### src/rtl/fp_pkg.sv
// Shared single-precision FP definitions: field slices, unpacked operand struct, unpack helper.
// Used by the align stage and by the normalizer/rounder.
package fp_pkg;

    localparam int FP_EXP_W = 8;
    localparam int FP_MAN_W = 23;
    localparam int FP_W     = 1 + FP_EXP_W + FP_MAN_W;

    localparam int SIGN_BIT = FP_EXP_W + FP_MAN_W;
    localparam int EXP_MSB  = SIGN_BIT - 1;
    localparam int EXP_LSB  = FP_MAN_W;
    localparam int FRAC_MSB = FP_MAN_W - 1;

    // Alignment shift amount is carried in 5 bits and saturates at 31.
    localparam int DIFF_W = 5;

    typedef struct packed {
        logic                sign;
        logic [FP_EXP_W-1:0] eff_exp;
        logic [FP_MAN_W:0]   sig;
    } fp_unpacked_t;

    // Subnormals (exp field 0) get hidden bit 0 and effective exponent 1.
    function automatic fp_unpacked_t fp_unpack(input logic [FP_W-1:0] x);
        fp_unpacked_t u;
        logic [FP_EXP_W-1:0] e;
        e         = x[EXP_MSB:EXP_LSB];
        u.sign    = x[SIGN_BIT];
        u.eff_exp = (e == '0) ? FP_EXP_W'(1) : e;
        u.sig     = {(e != '0), x[FRAC_MSB:0]};
        return u;
    endfunction

endpackage

### src/rtl/fp_sticky_rshift.sv
// Combinational logical right shift returning the shifted word and the OR of every bit shifted out.
// Shift amounts at or beyond W give a zero result with sticky = OR of the whole input.
module fp_sticky_rshift #(
    parameter int W    = 26,
    parameter int SH_W = 5
) (
    input  logic [W-1:0]    i_dat,
    input  logic [SH_W-1:0] i_shamt,
    output logic [W-1:0]    o_dat,
    output logic            o_sticky
);

    logic [W-1:0] w_mask;

    assign o_dat    = i_dat >> i_shamt;
    // Mask covers the bits that fall off the bottom; all ones once the shift reaches W.
    assign w_mask   = ~({W{1'b1}} << i_shamt);
    assign o_sticky = |(i_dat & w_mask);

endmodule

### src/rtl/fp_align_unit.sv
// Two-stage pre-add aligner: s1 unpacks, orders by magnitude and forms the exponent gap; s2 shifts the
// smaller significand with guard/round/sticky. Valid/ready on both sides, 1 pair/cycle, 2-cycle latency.
module fp_align_unit
    import fp_pkg::*;
#(
    parameter int EXP_W = FP_EXP_W,
    parameter int MAN_W = FP_MAN_W
) (
    input  logic                   clk,
    input  logic                   rst_n,
    input  logic                   in_valid,
    output logic                   in_ready,
    input  logic [EXP_W+MAN_W:0]   in_a,
    input  logic [EXP_W+MAN_W:0]   in_b,
    output logic                   out_valid,
    input  logic                   out_ready,
    output logic [EXP_W-1:0]       out_exp,
    output logic [MAN_W:0]         out_mant_big,
    output logic [MAN_W+2:0]       out_mant_small,
    output logic                   out_sticky,
    output logic                   out_sign_big,
    output logic                   out_eff_sub,
    output logic                   out_special
);

    localparam logic [DIFF_W-1:0] DIFF_SAT = '1;

    fp_unpacked_t         w_ua, w_ub, w_big, w_small;
    logic                 w_a_big;
    logic [EXP_W-1:0]     w_exp_diff;
    logic [DIFF_W-1:0]    w_diff;
    logic                 w_special;

    logic                 r_s1_vld;
    fp_unpacked_t         r_s1_big;
    logic [MAN_W:0]       r_s1_small_sig;
    logic [DIFF_W-1:0]    r_s1_diff;
    logic                 r_s1_eff_sub;
    logic                 r_s1_special;

    logic                 r_s2_vld;
    logic [EXP_W-1:0]     r_exp;
    logic [MAN_W:0]       r_mant_big;
    logic [MAN_W+2:0]     r_mant_small;
    logic                 r_sticky;
    logic                 r_sign_big;
    logic                 r_eff_sub;
    logic                 r_special;

    logic                 w_s2_accept;
    logic                 w_s1_advance;
    logic                 w_in_fire;
    logic [MAN_W+2:0]     w_shifted;
    logic                 w_sticky;

    assign w_ua       = fp_unpack(in_a);
    assign w_ub       = fp_unpack(in_b);
    // Exact magnitude tie keeps A as the big operand.
    assign w_a_big    = {w_ua.eff_exp, w_ua.sig} >= {w_ub.eff_exp, w_ub.sig};
    assign w_big      = w_a_big ? w_ua : w_ub;
    assign w_small    = w_a_big ? w_ub : w_ua;
    assign w_exp_diff = w_big.eff_exp - w_small.eff_exp;
    assign w_diff     = (w_exp_diff > EXP_W'(DIFF_SAT)) ? DIFF_SAT : w_exp_diff[DIFF_W-1:0];
    assign w_special  = (&in_a[EXP_MSB:EXP_LSB]) | (&in_b[EXP_MSB:EXP_LSB]);

    assign w_s2_accept  = !r_s2_vld || out_ready;
    assign w_s1_advance = r_s1_vld && w_s2_accept;
    assign in_ready     = !r_s1_vld || w_s1_advance;
    assign w_in_fire    = in_valid && in_ready;

    fp_sticky_rshift #(
        .W    (MAN_W + 3),
        .SH_W (DIFF_W)
    ) u_shift (
        .i_dat    ({r_s1_small_sig, 2'b00}),
        .i_shamt  (r_s1_diff),
        .o_dat    (w_shifted),
        .o_sticky (w_sticky)
    );

    always_ff @(posedge clk or negedge rst_n) begin
        if (!rst_n) begin
            r_s1_vld       <= 1'b0;
            r_s1_big       <= '0;
            r_s1_small_sig <= '0;
            r_s1_diff      <= '0;
            r_s1_eff_sub   <= 1'b0;
            r_s1_special   <= 1'b0;
        end else begin
            r_s1_vld <= w_in_fire || (r_s1_vld && !w_s1_advance);
            if (w_in_fire) begin
                r_s1_big       <= w_big;
                r_s1_small_sig <= w_small.sig;
                r_s1_diff      <= w_diff;
                r_s1_eff_sub   <= w_ua.sign ^ w_ub.sign;
                r_s1_special   <= w_special;
            end
        end
    end

    always_ff @(posedge clk or negedge rst_n) begin
        if (!rst_n) begin
            r_s2_vld     <= 1'b0;
            r_exp        <= '0;
            r_mant_big   <= '0;
            r_mant_small <= '0;
            r_sticky     <= 1'b0;
            r_sign_big   <= 1'b0;
            r_eff_sub    <= 1'b0;
            r_special    <= 1'b0;
        end else if (w_s2_accept) begin
            r_s2_vld <= r_s1_vld;
            if (r_s1_vld) begin
                r_exp        <= r_s1_big.eff_exp;
                r_mant_big   <= r_s1_big.sig;
                r_mant_small <= w_shifted;
                r_sticky     <= w_sticky;
                r_sign_big   <= r_s1_big.sign;
                r_eff_sub    <= r_s1_eff_sub;
                r_special    <= r_s1_special;
            end
        end
    end

    assign out_valid      = r_s2_vld;
    assign out_exp        = r_exp;
    assign out_mant_big   = r_mant_big;
    assign out_mant_small = r_mant_small;
    assign out_sticky     = r_sticky;
    assign out_sign_big   = r_sign_big;
    assign out_eff_sub    = r_eff_sub;
    assign out_special    = r_special;

endmodule

### config.mk
export PLATFORM = sky130hd
export DESIGN_NAME = fp_align_unit
export DESIGN_NICKNAME = d
export VERILOG_FILES = /design/src/rtl/fp_pkg.sv /design/src/rtl/fp_sticky_rshift.sv /design/src/rtl/fp_align_unit.sv
export SDC_FILE = /design/constraint.sdc
export NUM_CORES = 1
export LEC_CHECK = 0
export ABC_AREA = 0
export BUFFER_PORTS_ARGS = -buffer_cell sky130_fd_sc_hd__buf_2
export CAP_MARGIN = 25
export CORE_ASPECT_RATIO = 0.9
export CORE_MARGIN = 3
export CORE_UTILIZATION = 52
export CTS_CLUSTER_DIAMETER = 80
export DETAILED_ROUTE_END_ITERATION = 8
export GPL_TIMING_DRIVEN = 1
export MAX_ROUTING_LAYER = met4
export PLACE_DENSITY = 0.88
export SLEW_MARGIN = 10
export SYNTH_ARGS = -nofsm -noshare
export SYNTH_HDL_FRONTEND = slang
export SYNTH_SLANG_ARGS = --single-unit
### constraint.sdc
create_clock -name clk -period 2.1 [get_ports clk]
set_input_delay 0.21 -clock clk [delete_from_list [all_inputs] [get_ports clk]]
set_output_delay 0.21 -clock clk [all_outputs]
set_load 0.005 [all_outputs]
==> impl_metrics.tcl, run 1 <==
set metrics [dict create \
    place_hpwl_um 16050 \
    dr_total_vias 8032 \
    yosys_warnings 0 \
    path_clk_slew_ns 0.05 \
    synth_nets 1052 \
    synthesis.instances 951 \
    drt_first_pass_iters 6 \
    htreeDepth 4 \
    antenna_found_initial 0 \
    finalCritPeriodShare_pct 165.2 \
    cts_sinks 128 \
    final_common_cell "nand2_1" \
    fmax_ghz 0.2882 \
    synthArstFlopShare_pct 100.0 \
    clk_path_buf_depth 2 \
    outcome "complete, but fails checks" \
    slew_headroom_pct 62.37 \
    multi_input_area_sq_um 4602 \
    vdd_ir_drop_max_mv 0.6816 \
    tns_ns -28.28 \
    drv_slew 0 \
    rows 42 \
    grt_usage_pct 28.24 \
    diodes 0 \
    path_class "input port to flip-flop" \
    cts-root-buf "clkbuf_16" \
    tightest_slew_ns 0.5644 \
    synth_ff_type "dfrtp_1" \
    rsz0062_at_grt "true" \
    layout.cells.non_filler 1367 \
    grt_pass1_vias 7433 \
    core_area_sq_um 14820 \
    startpoint_type "input port" \
    gp_congestion 0.9512 \
    ant_nets 0 \
    finalNetCount 1258 \
    setup_viol 64 \
    port_buffers 131 \
    synth-edff-count 0 \
    dp.cells 1324 \
    final_cell_mix "nand2_1 (221), buf_2 (128), dfrtp_1 (127)" \
    synth_seq_cells 128 \
    drt_iter0_drc 802 \
    die_w_um 136.2 \
    synthesis.area_sq_um 7939 \
    power.density_nw_per_um2 838.6 \
    synthTopCellsByArea "dfrtp_1 (40%), nand2_1 (11%), mux2i_1 (6.7%), o21ai_0 (6.1%), ha_1 (5.2%)" \
    cap_violations 0 \
    synth_top_area_share_pct 40.35 \
    period_minus_slack_ns 3.470 \
    total_power_w 0.008868 \
    regArea_sq_um 3204 \
    critPathArrivalTime_ns 3.75 \
    hp-class "input port to flip-flop" \
    synth_cell_types 65 \
    grt_pass1_wl_um 36650 \
    cp.required_ns 2.38 \
    yosysSeqAreaShare_pct 40.35 \
    io_pins 132 \
    dieArea_sq_um 16790 \
    post_drt_wl_per_cell_um 17.40 \
    worst_slack_ns -1.370 \
    initial_core_util_pct 53.57 \
    die_h_um 123.2 \
    drc 0 \
    whs_ns 0.07748 \
    failed_checks "negative setup slack" \
    cts_tree "built" \
    wirelength_um 23780 \
    postSynthAreaPerCell_sq_um 8.348 \
    numCtsBuffers 17 \
    via_per_inst 5.876 \
    grt_max_degree 82 \
    final_layout_size_suffix_gt1_share_pct 31.22 \
    syn_to_final_growth_pct 33.19 \
    end_kind "flip-flop" \
    grt_overflow 0 \
    fillers 1054 \
    yosys.area.top_type "dfrtp_1" \
    power.leakage_nw 5.325 \
    clk_latency_ns 0.42 \
    fin_worst_skew_ns 0.008335 \
    hold_violations 0 \
    worst-path-max-fanout 5 \
]
==> synthesized netlist by cell type, drive strengths merged (4+ instances only) <==
cell type  number
o21ai          98
a21oi          63
dfrtp         128
nor2b          10
nand4          10
o21a            5
a211oi         18
o22ai           9
clkbuf         53
mux2           15
a22o           10
inv            35
a21o            5
and2            9
nor3            8
nor2           73
ha             33
mux4            5
o211ai          4
nand3           6
nand2b          7
o31ai           4
a31oi           7
nor4            6
mux2i          53
nand2         225
buf            14
==> registers in the layout (all words and copies together), names as in the netlist <==
register        cells
out_eff_sub         1
out_exp             8
out_mant_big       24
out_mant_small     26
out_sign_big        1
out_special         1
out_sticky          1
out_valid           1
r_s1_big           33
r_s1_diff           5
r_s1_eff_sub        1
r_s1_small_sig     24
r_s1_special        1
r_s1_vld            1
==> where the power goes <==
part / total [W] / internal [W] / switching, W
clock: 0.00305 / 0.00198 / 0.00106
combinational: 0.00264 / 0.00118 / 0.00147
sequential: 0.00318 / 0.00285 / 0.000323
total: 0.00887 / 0.00601 / 0.00286
==> layout make-up <==
type,instances,share of cell area [%]
well taps,198,2.343
flip-flops and latches,128,30.30
multi-input cells,720,43.52
clock buffers,22,4.579
repair buffers,254,16.73
clock inverters,9,1.231
inverters,36,1.290
==> logic make-up after synthesis <==
group / Yosys count / share of synthesized area (%)
AND/OR/NAND/NOR: 364 / 19.64
AO/OA/AOI/OAI: 246 / 19.21
flip-flops: 128 / 40.35
buffers and inverters: 103 / 4.933
multiplexers: 73 / 10.23
adder cells (fa/ha/maj): 33 / 5.201
XOR/XNOR: 4 / 0.4414
==> worst paths after layout <==
check                        startpoint  slack (ns)  cells after the start            endpoint
max reg2reg                r_s1_diff[0]       -0.09                      8   out_mant_small[7]
min reg2reg                  out_exp[1]        0.47                      2          out_exp[1]
min in group asynchronous         rst_n        0.34                      2         r_s1_big[7]
max in group asynchronous         rst_n        1.13                      3  out_mant_small[23]
max                            in_b[23]       -1.37                     17        r_s1_diff[2]
min                            in_valid        0.08                      2            r_s1_vld
==> per-stage QoR <==
stage | cell area, sq um | worst slack [ns] | util, %
2_1_floorplan | 7996 | -1.666 | -
3_3_place_gp | 9553 | -1.802 | 64.46
3_5_place_dp | 9553 | -1.866 | 64.46
4_1_cts | 10300 | -1.372 | 69.52
5_1_grt | 10570 | -1.531 | 71.35
6_report | 10570 | -1.370 | 71.35
==> what timing repair did <==
action | CTS | global route
pin swaps | 18 | 20
endpoints found under the setup margin | 64 | 77
buffers inserted | 4 | 3
resized for setup | 20 | 47
hold buffers | 1 | 0
cloned | 0 | 4
hold endpoints to repair | 39 | 0
==> critical path: stages <==
cell	delay (ns)
buf_6	0.09
or4_4	0.53
nor2_4	0.18
nor2_4	0.06
ha_4	0.15
a21oi_2	0.14
o21ai_2	0.07
a221oi_2	0.31
nand2_2	0.12
nor2_4	0.15
mux2i_2	0.25
ha_2	0.21
o311a_1	0.20
nor3_2	0.06
or3_4	0.38
a2111oi_4	0.47
a32oi_1	0.16
==> layer usage <==
metal | vias to the layer above | GRT usage [%] | part of all wire (%) | routed length [um]
met5 | - | - | 0 | 0
met4 | 0 | 9.068 | 2.9 | 687
met3 | 74 | 4.516 | 7.8 | 1849
met2 | 387 | 47.37 | 49 | 11590
met1 | 3836 | 35.38 | 41 | 9653
li1 | 3735 | - | - | -
Power figures use the tool's default switching activity.
==> run 2, diff against run 1 <==
BUFFER_PORTS_ARGS = not set   (was -buffer_cell sky130_fd_sc_hd__buf_2)
CORE_UTILIZATION = 58   (was 52)
DONT_BUFFER_PORTS = 1   (was not set)
PLACE_DENSITY = 0.87   (was 0.88)
==> run 2 against run 1 <==
Compared with the run above: the run ends with negative hold slack, negative setup slack left; global-route usage is 2.7 points higher; total power up 0.80%; die area is 9.9% lower; combinational power fell by 6%; fmax fell by 1.0%; cell count fell by 13%; hold slack lost 0.60 ns; wire length rose by 12%; via count is 1.0% lower; design area decreased by 5.9%; non-clock buffer count is 141 lower.
==> impl_metrics.tcl, run 2 (synthesized netlist as in run 1, its figures left out) <==
set metrics [dict create \
    outcome "complete, but fails checks" \
    failed_checks "negative hold slack, negative setup slack" \
    finalNetCount 1117 \
    core_area_sq_um 13030 \
    startpoint_type "input port" \
    fmax_ghz 0.2852 \
    gp_congestion 0.8884 \
    dieArea_sq_um 15130 \
    end_kind "flip-flop" \
    reg2reg_to "out_mant_small[9]" \
    path_class "input port to flip-flop" \
    place_area_sq_um 8477 \
    slowest_delay_ns 0.52 \
    wirelength_um 26620 \
    worst_slack_ns -1.407 \
    hold_violations 137 \
    whs_ns -0.5233 \
    antenna_found_initial 0 \
    grt_pass1_vias 7210 \
    cap_violations 0 \
    fin_worst_skew_ns 0.01156 \
    finalCritPeriodShare_pct 167.0 \
    critPathBufInv 0 \
    drt_first_pass_iters 6 \
    via_per_inst 6.666 \
    drc 0 \
    drv_slew 0 \
    die_w_um 129.3 \
    dp.cells 1114 \
    die_h_um 117.0 \
    cts_sinks 128 \
    hp-class "input port to async pin" \
    final_cell_mix "nand2_1 (221), dfrtp_1 (127), nor2_1 (67), buf_4 (67), o21ai_0 (66)" \
    grt_overflow 0 \
    syn_to_final_growth_pct 25.39 \
    tightest_slew_ns 0.4974 \
    power.density_nw_per_um2 897.9 \
    path_clk_slew_ns 0.06 \
    slew_headroom_pct 66.55 \
    rows 39 \
    drt_iter0_drc 1032 \
    numCtsBuffers 17 \
    grt_pass1_wl_um 35660 \
    setup_viol 63 \
    htreeDepth 4 \
    clk_latency_ns 0.43 \
    initial_core_util_pct 60.93 \
    place_hpwl_um 15060 \
    power.leakage_nw 4.708 \
    rsz0062_at_grt "true" \
    design_area_sq_um 9955 \
    final_layout_size_suffix_gt1_share_pct 18.27 \
    period_minus_slack_ns 3.507 \
    grt_max_degree 129 \
    critPathMostFrequentCell "nor2_4" \
    io_pins 132 \
    largest_register_ffs 33 \
    vdd_ir_drop_max_mv 0.7337 \
    dr_total_vias 7952 \
    critPathSlowestCell "or4_4" \
    post_drt_wl_per_cell_um 22.31 \
    grt_usage_pct 30.96 \
    worst-path-max-fanout 5 \
    ant_nets 0 \
    tns_ns -31.98 \
    port_buffers 0 \
    critical-path-top-delay-family "simple AND/OR/NAND/NOR gates" \
    diodes 0 \
    critPathArrivalTime_ns 3.79 \
    clk_path_buf_depth 2 \
    cts-root-buf "clkbuf_16" \
    reg2reg_slack_ns -0.09 \
    cp.required_ns 2.38 \
    largest_register "r_s1_big" \
    layout.cells.non_filler 1193 \
    regToRegStartpoint "r_s1_diff[0]" \
    final_common_cell "nand2_1" \
    reg2reg_depth 9 \
    crit_chain "or4_4 > nor2_4 > ha_4 > a21oi_2 > o21ai_1 > a221oi_2 > nand2_2 > nor2_4 > mux2i_2 > ha_2 > o311a_1 > nor3_2 > or3_4 > a2111oi_4 > a32oi_1" \
    cts_tree "built" \
]
==> run 2: worst max-delay path by stage <==
stage	to	start	slack [ns]	cells after the start
final	r_s1_diff[2]	in_b[27]	-1.41	15
after global routing	r_s1_diff[2]	in_b[27]	-1.56	15
after CTS	r_s1_diff[2]	in_b[27]	-1.26	15
after detailed placement	r_s1_diff[2]	in_b[27]	-1.78	16
after global placement	r_s1_diff[2]	in_b[27]	-1.68	15
after floorplan	r_s1_diff[2]	in_b[27]	-1.67	16
==> run 2: final cells by class <==
type / instances / area, sq um
repair buffers: 113 / 1184
inverters: 36 / 138.9
clock buffers: 23 / 478.0
fillers: 784 / 3074
flip-flops and latches: 128 / 3204
well taps: 164 / 205.2
multi-input cells: 720 / 4591
clock inverters: 9 / 153.9
==> run 2: power breakdown <==
group / internal [W] / switching (W) / leakage [nW]
Sequential: 0.00285 / 0.000395 / 1.60
Combinational: 0.00109 / 0.00139 / 2.80
Clock: 0.00208 / 0.00113 / 0.304
Total: 0.00602 / 0.00292 / 4.71
==> run 2: per-layer routing <==
layer / share of wire (%) / GRT usage, % / up-vias / wire (um)
met3: 12 / 9.891 / 169 / 3086
met2: 46 / 50.03 / 597 / 12310
met5: 0 / - / - / 0
li1: - / - / 3430 / -
met4: 5.1 / 10.43 / 0 / 1360
met1: 37 / 36.99 / 3756 / 9854
==> run 2: through the flow <==
step	util, %	hold WS [ns]	worst slack (ns)	power [W]
2_1_floorplan	-	-0.08559	-1.666	0.004577
3_3_place_gp	65.06	-0.08194	-1.679	0.005099
3_5_place_dp	65.06	-0.08252	-1.784	0.005169
4_1_cts	71.93	-0.5329	-1.262	0.008429
5_1_grt	76.40	-0.5353	-1.563	0.009277
6_report	76.40	-0.5233	-1.407	0.008938
==> run 2: repair_timing <==
action	in CTS	in global routing
setup buffers	3	5
setup endpoints to repair	62	74
hold endpoints to repair	145	135
pin swaps	13	13
gates cloned	0	12
hold buffers	18	9
gates resized for setup	13	82
==> run 2: worst reg2reg max path, cell delays in order (launching register included) <==
cell and delay, ns:
dfrtp_2 0.42, buf_4 0.15, clkbuf_16 0.16, mux2i_1 0.26
a21oi_1 0.17, mux2_2 0.31, nor2_1 0.16, a211oi_1 0.10
a21oi_1 0.22, o21ai_0 0.11
